[config.mk]
export PLATFORM = sky130hd
export DESIGN_NAME = alu_ex_stage
export DESIGN_NICKNAME = d
export VERILOG_FILES = /design/src/rtl/alu_ex_stage_pkg.sv /design/src/rtl/alu_core.sv /design/src/rtl/alu_ex_stage.sv
export SDC_FILE = /design/constraint.sdc
export NUM_CORES = 1
export LEC_CHECK = 0
export ABC_AREA = 1
export CAP_MARGIN = 20
export CORE_ASPECT_RATIO = 0.9
export CORE_MARGIN = 2
export CORE_UTILIZATION = 65
export CTS_CLUSTER_SIZE = 25
export DETAILED_ROUTE_END_ITERATION = 6
export DONT_BUFFER_PORTS = 1
export PLACE_DENSITY = 0.77
export SLEW_MARGIN = 5
export SYNTH_ARGS = -nofsm -noshare
export SYNTH_HDL_FRONTEND = slang
export SYNTH_SLANG_ARGS = --single-unit
[constraint.sdc]
create_clock -name clk -period 5.5 [get_ports clk]
set_clock_uncertainty 0.15 [all_clocks]
set_input_delay 0.275 -clock clk [delete_from_list [all_inputs] [get_ports clk]]
set_output_delay 0.275 -clock clk [all_outputs]
set_load 0.005 [all_outputs]
[src/rtl/alu_ex_stage_pkg.sv]
// rtl/alu_ex_stage_pkg.sv - shared widths and ALU control codes for the execute stage
package alu_ex_stage_pkg;
  localparam int WIDTH = 32;
  localparam int REG_W = 5;

  localparam logic [3:0] ALU_AND = 4'b0000;
  localparam logic [3:0] ALU_OR  = 4'b0001;
  localparam logic [3:0] ALU_ADD = 4'b0010;
  localparam logic [3:0] ALU_SUB = 4'b0110;
  localparam logic [3:0] ALU_SLT = 4'b0111;
endpackage

[src/rtl/alu_core.sv]
// rtl/alu_core.sv - combinational ALU: add/sub/and/or/slt with zero, overflow and illegal-code flags
module alu_core
  import alu_ex_stage_pkg::*;
(
  input  logic [WIDTH-1:0] a,
  input  logic [WIDTH-1:0] b,
  input  logic [3:0]       aluCtr,
  output logic [WIDTH-1:0] result,
  output logic             zero,
  output logic             overflow,
  output logic             illegal
);

  always_comb begin
    result   = '0;
    overflow = 1'b0;
    illegal  = 1'b0;
    case (aluCtr)
      ALU_ADD: begin
        result   = a + b;
        overflow = (a[WIDTH-1] == b[WIDTH-1]) && (result[WIDTH-1] != a[WIDTH-1]);
      end
      ALU_SUB: begin
        // Subtraction adds ~b, so overflow needs the operand signs to differ.
        result   = a - b;
        overflow = (a[WIDTH-1] != b[WIDTH-1]) && (result[WIDTH-1] != a[WIDTH-1]);
      end
      ALU_AND: result = a & b;
      ALU_OR:  result = a | b;
      ALU_SLT: result = {{(WIDTH-1){1'b0}}, ($signed(a) < $signed(b))};
      default: illegal = 1'b1;
    endcase
  end

  assign zero = (result == '0);

endmodule

[src/rtl/alu_ex_stage.sv]
// rtl/alu_ex_stage.sv - execute stage: operand forwarding, load-use stall and the EX/MEM register
module alu_ex_stage
  import alu_ex_stage_pkg::*;
(
  input  logic             clk,
  input  logic             rst_n,
  input  logic             inValid,
  output logic             inReady,
  input  logic [3:0]       aluCtr,
  input  logic [WIDTH-1:0] rsData,
  input  logic [WIDTH-1:0] rtData,
  input  logic [WIDTH-1:0] imm,
  input  logic             aluSrc,
  input  logic [REG_W-1:0] rsAddr,
  input  logic [REG_W-1:0] rtAddr,
  input  logic [REG_W-1:0] destAddr,
  input  logic             regWrite,
  input  logic             memRead,
  input  logic             memWrite,
  input  logic             wbRegWrite,
  input  logic [REG_W-1:0] wbAddr,
  input  logic [WIDTH-1:0] wbData,
  input  logic             flush,
  output logic             outValid,
  input  logic             outReady,
  output logic [WIDTH-1:0] outResult,
  output logic [WIDTH-1:0] outStoreData,
  output logic [REG_W-1:0] outDest,
  output logic             outRegWrite,
  output logic             outMemRead,
  output logic             outMemWrite,
  output logic             outZero,
  output logic             outOverflow,
  output logic             outIllegal
);

  logic             exFwdOk, wbFwdOk, loadUse, accept;
  logic [WIDTH-1:0] fwdA, fwdB, opB, aluResult;
  logic             aluZero, aluOverflow, aluIllegal;

  // A load's result is not known until MEM, so it never forwards from EX/MEM.
  assign exFwdOk = outValid && outRegWrite && !outMemRead && (outDest != '0);
  assign wbFwdOk = wbRegWrite && (wbAddr != '0);

  assign fwdA = (exFwdOk && outDest == rsAddr) ? outResult :
                (wbFwdOk && wbAddr == rsAddr)  ? wbData    : rsData;
  assign fwdB = (exFwdOk && outDest == rtAddr) ? outResult :
                (wbFwdOk && wbAddr == rtAddr)  ? wbData    : rtData;
  assign opB  = aluSrc ? imm : fwdB;

  assign loadUse = outValid && outMemRead && (outDest != '0) &&
                   ((outDest == rsAddr) || (outDest == rtAddr)) && inValid;
  assign inReady = (!outValid || outReady) && !loadUse;
  assign accept  = inValid && inReady;

  alu_core uCore (
    .a        (fwdA),
    .b        (opB),
    .aluCtr   (aluCtr),
    .result   (aluResult),
    .zero     (aluZero),
    .overflow (aluOverflow),
    .illegal  (aluIllegal)
  );

  always_ff @(posedge clk) begin
    if (!rst_n) begin
      outValid     <= 1'b0;
      outResult    <= '0;
      outStoreData <= '0;
      outDest      <= '0;
      outRegWrite  <= 1'b0;
      outMemRead   <= 1'b0;
      outMemWrite  <= 1'b0;
      outZero      <= 1'b0;
      outOverflow  <= 1'b0;
      outIllegal   <= 1'b0;
    end else if (accept) begin
      outValid <= !flush;
      if (!flush) begin
        outResult    <= aluResult;
        outStoreData <= fwdB;
        outDest      <= destAddr;
        outRegWrite  <= regWrite && !aluIllegal;
        outMemRead   <= memRead && !aluIllegal;
        outMemWrite  <= memWrite && !aluIllegal;
        outZero      <= aluZero;
        outOverflow  <= aluOverflow;
        outIllegal   <= aluIllegal;
      end
    end else if (outReady) begin
      outValid <= 1'b0;
    end
  end

endmodule

# Word-level counts from Yosys, hierarchy flattened
# Index checks and enable logic that the tools add are counted.
[word_totals]
ff_bits = 76
latch_bits = 0
ramBits = 0
rom_bits = 0
input_bits = 162
out_inout_bits = 77
wordCells = 70
mem_count = 0
[classes]
addsub = 2
n_mul = 0
div = 0
order_cmp = 1
eq_ne = 12
shift = 0
mux = 10
bitwise_logic = 3
n_reduce_logical = 32
[ops]
columns = ["cell", "count"]
rows = [
  ["2-to-1 mux 32 bit", 5],
  ["one-hot mux 32 bit (5 select lines)", 1],
  ["adder 32 bit", 1],
  ["AND 32 bit", 1],
  ["logical NOT 32 bit", 1],
  ["less-than comparator 32 bit", 1],
  ["OR 32 bit", 1],
  ["subtractor 32 bit", 1],
  ["equality test 5 bit", 4],
  ["logical AND 1 bit", 19],
  ["nonzero test 5 bit", 2],
  ["equality test 4 x 3 -> 1 bit (second input constant)", 2],
  ["OR reduction 5 bit", 1],
  ["equality test 4 x 1 -> 1 bit (second input constant)", 1],
  ["equality test 4 x 2 -> 1 bit (second input constant)", 1],
  ["logical NOT 1 bit", 4],
  ["logical NOT 4 bit", 1],
  ["2-to-1 mux 1 bit", 3],
  ["!= test 1 bit", 3],
  ["logical OR 1 bit", 2],
  ["one-hot mux 1 bit (2 select lines)", 1],
  ["AND reduction 2 bit", 1],
  ["nonzero test 2 bit", 1],
  ["equality test 1 bit", 1],
  ["NOT 1 bit", 1],
]

# Logic depth before layout (Yosys ltp)
[logic_depth]
depth_word = 10
mapped_depth = 33
mapped_depth_nobuf = 30

# By module
# Synthesis repeated with hierarchy kept, for this count alone.
[unflattened]
cells_unflattened = 2413
hier_area_um2 = 12434.4
[modules_own_cells]
columns = ["mod", "instances", "cells_per_inst", "area_per_inst_um2", "seq_area_each_um2"]
rows = [
  ["alu_core", 1, 1359, 6832.8, 0.0],
  ["alu_ex_stage", 1, 1054, 5601.6, 1521.5],
]

# Worst setup path before layout
# OpenSTA, ideal clock, no wires.
[synth_path]
path_kind = "register -> register"
startpoint = "reg outDest[0]"
endpoint = "reg outZero"
setup_time_ns = 0.067
arrival_ns = 3.612
required_time_ns = 5.283
setup_slack_ns = 1.671
path_stages_with_launch = 32
path_buffers = 2
synth_period_minus_slack_ns = 3.829
cell_sequence = "dfxtp_1 > inv_1 > nand2_1 > nand2_1 > nor2_1 > nand3_1 > or2_1 > buf_2 > clkbuf_1 > a31oi_1 > o21ai_0 > inv_1 > ha_1 > inv_1 > fa_1 > inv_1 > nand3_1 > nand2_1 > nand2_1 > nand2_2 > nand2_1 > nand3_1 > nand2_1 > nand2_1 > nor2_1 > nor2_1 > nand2_1 > nor2_1 > nand3_1 > nor2_1 > nand3_1 > a21oi_2"
[synth_between]
elab_chain_len = 8
elab_cells_between_ends = 24
classes_between = "add/sub (2); order compare (1); eq/ne (2); mux (4); bitwise (2); reduce/logical (13)"
[synth_rtl]
columns = ["element", "line", "rtl"]
rows = [
  ["start: declaration", "alu_ex_stage.sv:28", "output logic [REG_W-1:0] outDest,"],
  ["start signal: assignment", "alu_ex_stage.sv:83", "outDest <= destAddr;"],
  ["nonzero test 5 bit, or another cell as far along", "alu_ex_stage.sv:42, alu_ex_stage.sv:51", ""],
  ["logical AND 1 bit, or another cell as far along", "alu_ex_stage.sv:42", "assign exFwdOk = outValid && outRegWrite && !outMemRead && (outDest != '0);"],
  ["logical AND 1 bit, on equally long branches", "alu_ex_stage.sv:47, alu_ex_stage.sv:51", ""],
  ["2-to-1 mux 32 bit or logical AND 1 bit (tied branches)", "alu_ex_stage.sv:47, alu_ex_stage.sv:52", ""],
  ["2-to-1 mux 32 bit or logical NOT 1 bit (tied branches)", "alu_ex_stage.sv:49, alu_ex_stage.sv:53", ""],
  ["subtractor 32 bit, or another cell as far along", "alu_core.sv:25", "result = a - b;"],
  ["one-hot mux 32 bit (5 select lines) or logical AND 1 bit (tied branches)", "alu_core.sv:18, alu_ex_stage.sv:54", ""],
  ["logical NOT 32 bit or AND reduction 2 bit (tied branches)", "n/a", ""],
  ["end signal: assignment", "alu_ex_stage.sv:87", "outZero <= aluZero;"],
  ["end: declaration", "alu_ex_stage.sv:32", "output logic outZero,"],
]
# Several ways; a longest one is shown, not always the timed one.
# A chain may end at the register's enable or synchronous reset.

# Final worst setup path
[layout_path]
startpoint = "reg outDest[2]"
endpoint = "reg outZero"
# Same word-level chain as after synthesis.

==> out/qor.yml <==
run_status:
  run_status: "complete, but fails checks"
  violated_checks: "DRC"
floorplanning:
  die_area_mm2: 0.0184
  fp.coreArea_mm2: 0.0169
  io_pins: 239
  floorplan.rows: 45
  dieHeight_um: 129
  fp.dieW_um: 143
  initial_core_util: 0.665
clocking:
  tritoncts.num_buffers: 9
  cts.sink_count: 76
  cts.root.buffer_cell: "sky130_fd_sc_hd__clkbuf_16"
  cts.htree.levels: 3
  clkSlewWorstSetupHoldPaths_ps: 70
  post-cts-setup-buffers: 0
  cts_tree: "built"
  clk_latency_ps: 350
  cts_buffer_depth: 2
placement:
  port_buffers: 0
  gpl.final_weighted_congestion: 1.01
  dp_slack_ps: 415
  detailed_place_hpwl_um: 34300
worst_setup_path:
  cp_top_family: "simple AND/OR/NAND/NOR gates"
  crit_cells: 24
  worstRegToRegCells: 24
  worst-path-buf-inv: 4
  arrival_ps: 5330
  critical_path.max_fanout: 41
  worst_setup_path_end_kind: "flip-flop"
  cp_cell_sequence: "inv_1 > nand2_1 > nand2_1 > nor2_1 > nand3_1 > or2_2 > buf_4 > o21ai_1 > inv_1 > ha_1 > inv_1 > a21oi_1 > nand2_1 > nand2_1 > nand3_1 > a21oi_1 > nand3_1 > nand3_1 > nand2_1 > nor2_1 > nand3_1 > nor2_1 > nand3_1 > a21oi_2"
  slowest_delay_ps: 600
  critPathLaunchType: "flip-flop"
  cp_slowest_cell: "sky130_fd_sc_hd__or2_2"
  cp_data_required_time_ps: 5630
  worst-setup-path-type: "reg2reg"
  cp_common_cell: "sky130_fd_sc_hd__nand3_1"
power:
  power_density_mw_per_mm2: 204
  share_seq_of_total_power: 0.264
  power.static_leakage_nw: 6.14
  irDropWorstVdd_uv: 167
  internal-power_w: 0.00129
  combPwrFrac: 0.467
  clock_power_share: 0.269
  power.switching_w: 0.00108
  net_sw_frac: 0.457
sta:
  final-max-slew-violation-count: 0
  rsz_0062_raised_after_global_routing: "no"
  slew-limit-headroom: 0.389
  layout_min_cycle_time_ps: 5190
  finalHoldWorstSlack_ps: 0.276
  final_hold_viol_count: 0
  max_clock_freq_ghz: 0.193
  worst_pin_slew_ps: 916
  tns_ps: 0
  postLayoutSetupSlackWorst_ps: 306
  timing.final.crit_share: 0.944
  setup_viol: 0
logic_synthesis:
  synth_area_mm2: 0.0113
  synth_sequential_area_ratio: 0.135
  yosysWarnings: 0
  mappedNetlistNets: 2303
  dominantRegCellSynth: "sky130_fd_sc_hd__dfxtp_1"
  yosys_reg_bits: 76
  synth_cells: 2037
  synth_enable_flop_cells: 0
  syn_avg_cell_area_um2: 5.53
  synth-async-reset-ratio: 0
  yosys.cell_types.count: 51
cells_and_area:
  fraction_of_layout_cells_with_a_size_suffix_above_1: 0.0799
  area_growth_from_synthesis_to_layout_pct: 3.39
  nNetsFinal: 2251
  nFillCells: 1553
global_routing:
  grt_pass1_wl_um: 67100
  gr-usage-all-layers: 0.468
  grt_antenna_before_repair: 1
  grt_pass1_vias: 12728
  maximum_number_of_pins_on_one_net_before_global_route_repair: 80
  grt_remaining_overflow: 0
hold_path:
  whs_path_cells: 3
  hold_class: "in2reg"
routing:
  wl_um: 44700
  detail_route.drc_violations: 25
  average_via_count_per_standard_cell: 6.20
  drt.antenna.violating_nets: 0
  drt_pre_antenna_iters: 7
  drt_first_iter_violations: 1822
  vias_after_detailed_routing: 13812
  detail_route.wl_per_cell_um: 20.1
job:
  maxCapViolCount: 0
==> cells in the mapped netlist (13+ instances only) <==
cell type,n,area [µm²]
sky130_fd_sc_hd__inv_1,310,1160
sky130_fd_sc_hd__ha_1,102,1280
sky130_fd_sc_hd__o21ai_0,146,731
sky130_fd_sc_hd__o22ai_1,33,206
sky130_fd_sc_hd__o21bai_1,13,97.6
sky130_fd_sc_hd__buf_4,16,120
sky130_fd_sc_hd__or2_2,30,188
sky130_fd_sc_hd__nor2_1,254,953
sky130_fd_sc_hd__nor3_1,16,80.1
sky130_fd_sc_hd__nand3_1,168,841
sky130_fd_sc_hd__dfxtp_1,76,1520
sky130_fd_sc_hd__inv_2,20,75.1
sky130_fd_sc_hd__buf_2,24,120
sky130_fd_sc_hd__o21ai_1,14,70.1
sky130_fd_sc_hd__a21oi_1,77,385
sky130_fd_sc_hd__nand2_2,25,156
sky130_fd_sc_hd__nand4_1,16,100
sky130_fd_sc_hd__nand2_1,525,1970
sky130_fd_sc_hd__clkbuf_1,39,146
sky130_fd_sc_hd__a31oi_1,19,119
sky130_fd_sc_hd__nor2_2,17,106
==> worst paths after layout <==
path | startpoint | end | slack, ps
worst min-delay path | rst_n | outResult[24] | 0.3
worst max-delay path | outDest[2] | outZero | 310
worst max register to register | outDest[2] | outZero | 310
worst min register to register | outIllegal | outIllegal | 380
==> sequential cells by signal, summed over array words and instances (netlist names) <==
signal        count
outIllegal        1
outDest           5
outMemRead        1
outMemWrite       1
outZero           1
outResult        32
outOverflow       1
outStoreData     32
outValid          1
outRegWrite       1
==> metal layers <==
| metal | track usage | up-vias | share of wire |
|---|---|---|---|
| met5 | 0.00526 | - | 0 |
| met4 | 0.330 | 0 | 0.089 |
| met3 | 0.115 | 319 | 0.12 |
| met2 | 0.757 | 1118 | 0.43 |
| met1 | 0.544 | 6047 | 0.36 |
| li1 | - | 6328 | - |
==> power by group through the flow <==
| stage | clock, W | sequential (W) | combinational (W) |
|---|---|---|---|
| 2_1_floorplan | 0 | 0.000621 | 0.000811 |
| 3_3_place_gp | 0 | 0.000634 | 0.00103 |
| 3_5_place_dp | 0 | 0.000635 | 0.00104 |
| 4_1_cts | 0.000624 | 0.000623 | 0.00106 |
| 5_1_grt | 0.000645 | 0.000627 | 0.00121 |
| 6_report | 0.000638 | 0.000626 | 0.00111 |
==> through the flow <==
step                std cells  cell area [µm²]   util  total power, W
finish                   2226            11600  0.687         0.00237
global route             2226            11600  0.687         0.00248
CTS                      2225            11600  0.687         0.00231
detailed placement       2200            11200  0.663         0.00168
global placement         2200            11200  0.663         0.00166
floorplan                2037            11300      -         0.00143
==> logic make-up (layout without fill, tap and decap cells) <==
family          Yosys count  in the layout  share of synthesized area
mux                       1              1                   0.000999
compound gates          339            339                      0.170
other cells               0              1                          0
fa+ha+maj               104            104                      0.117
flops                    76             76                      0.135
simple gates           1079           1079                      0.413
xor+xnor                 15             15                     0.0117
buf+inv                 423            376                      0.152
==> worst reg2reg max path: cells and delay by family (launching register included) <==
family	cells	cell delay, ps
DFF	1	420
and+or+nand+nor	15	2160
buffers and inverters	4	760
adders and majority gates	1	430
AOI/OAI and AO/OA	4	1210
==> cell type report <==
class	count	area [µm²]	share of cell area
multi-input combinational	1538	8030	0.689
sequential	76	1520	0.131
inverter	332	1250	0.107
tap	235	294	0.0252
timing repair buffer	28	243	0.0208
clock buffer	10	239	0.0205
clock inverter	6	70.1	0.00602
antenna	1	2.50	0.000215
==> cell usage in the layout, fill, tap and decap left out, drive strengths merged, types with 2 or more instances in the layout <==
master,instances
fa,2
inv,333
clkbuf,10
nand4,17
o22ai,33
nand3,173
xnor2,5
xor2,10
o21bai,13
nand3b,10
dlygate4sd3,8
a21oi,88
ha,102
o21a,3
nand2,551
a31oi,19
or2,32
nor2,274
a211oi,5
o211ai,10
nor3,19
buf,20
clkinvlp,3
dfxtp,76
nor4,2
a22oi,3
o21ai,161
==> timing repair <==
| action | 4_1_cts | 5_1_grt |
|---|---|---|
| hold endpoints to repair | 54 | 0 |
| hold buffers | 9 | 0 |
| setup endpoints to repair | 0 | 4 |
| resized for setup | 0 | 5 |
Note: power is estimated with default switching activity, not from simulation.
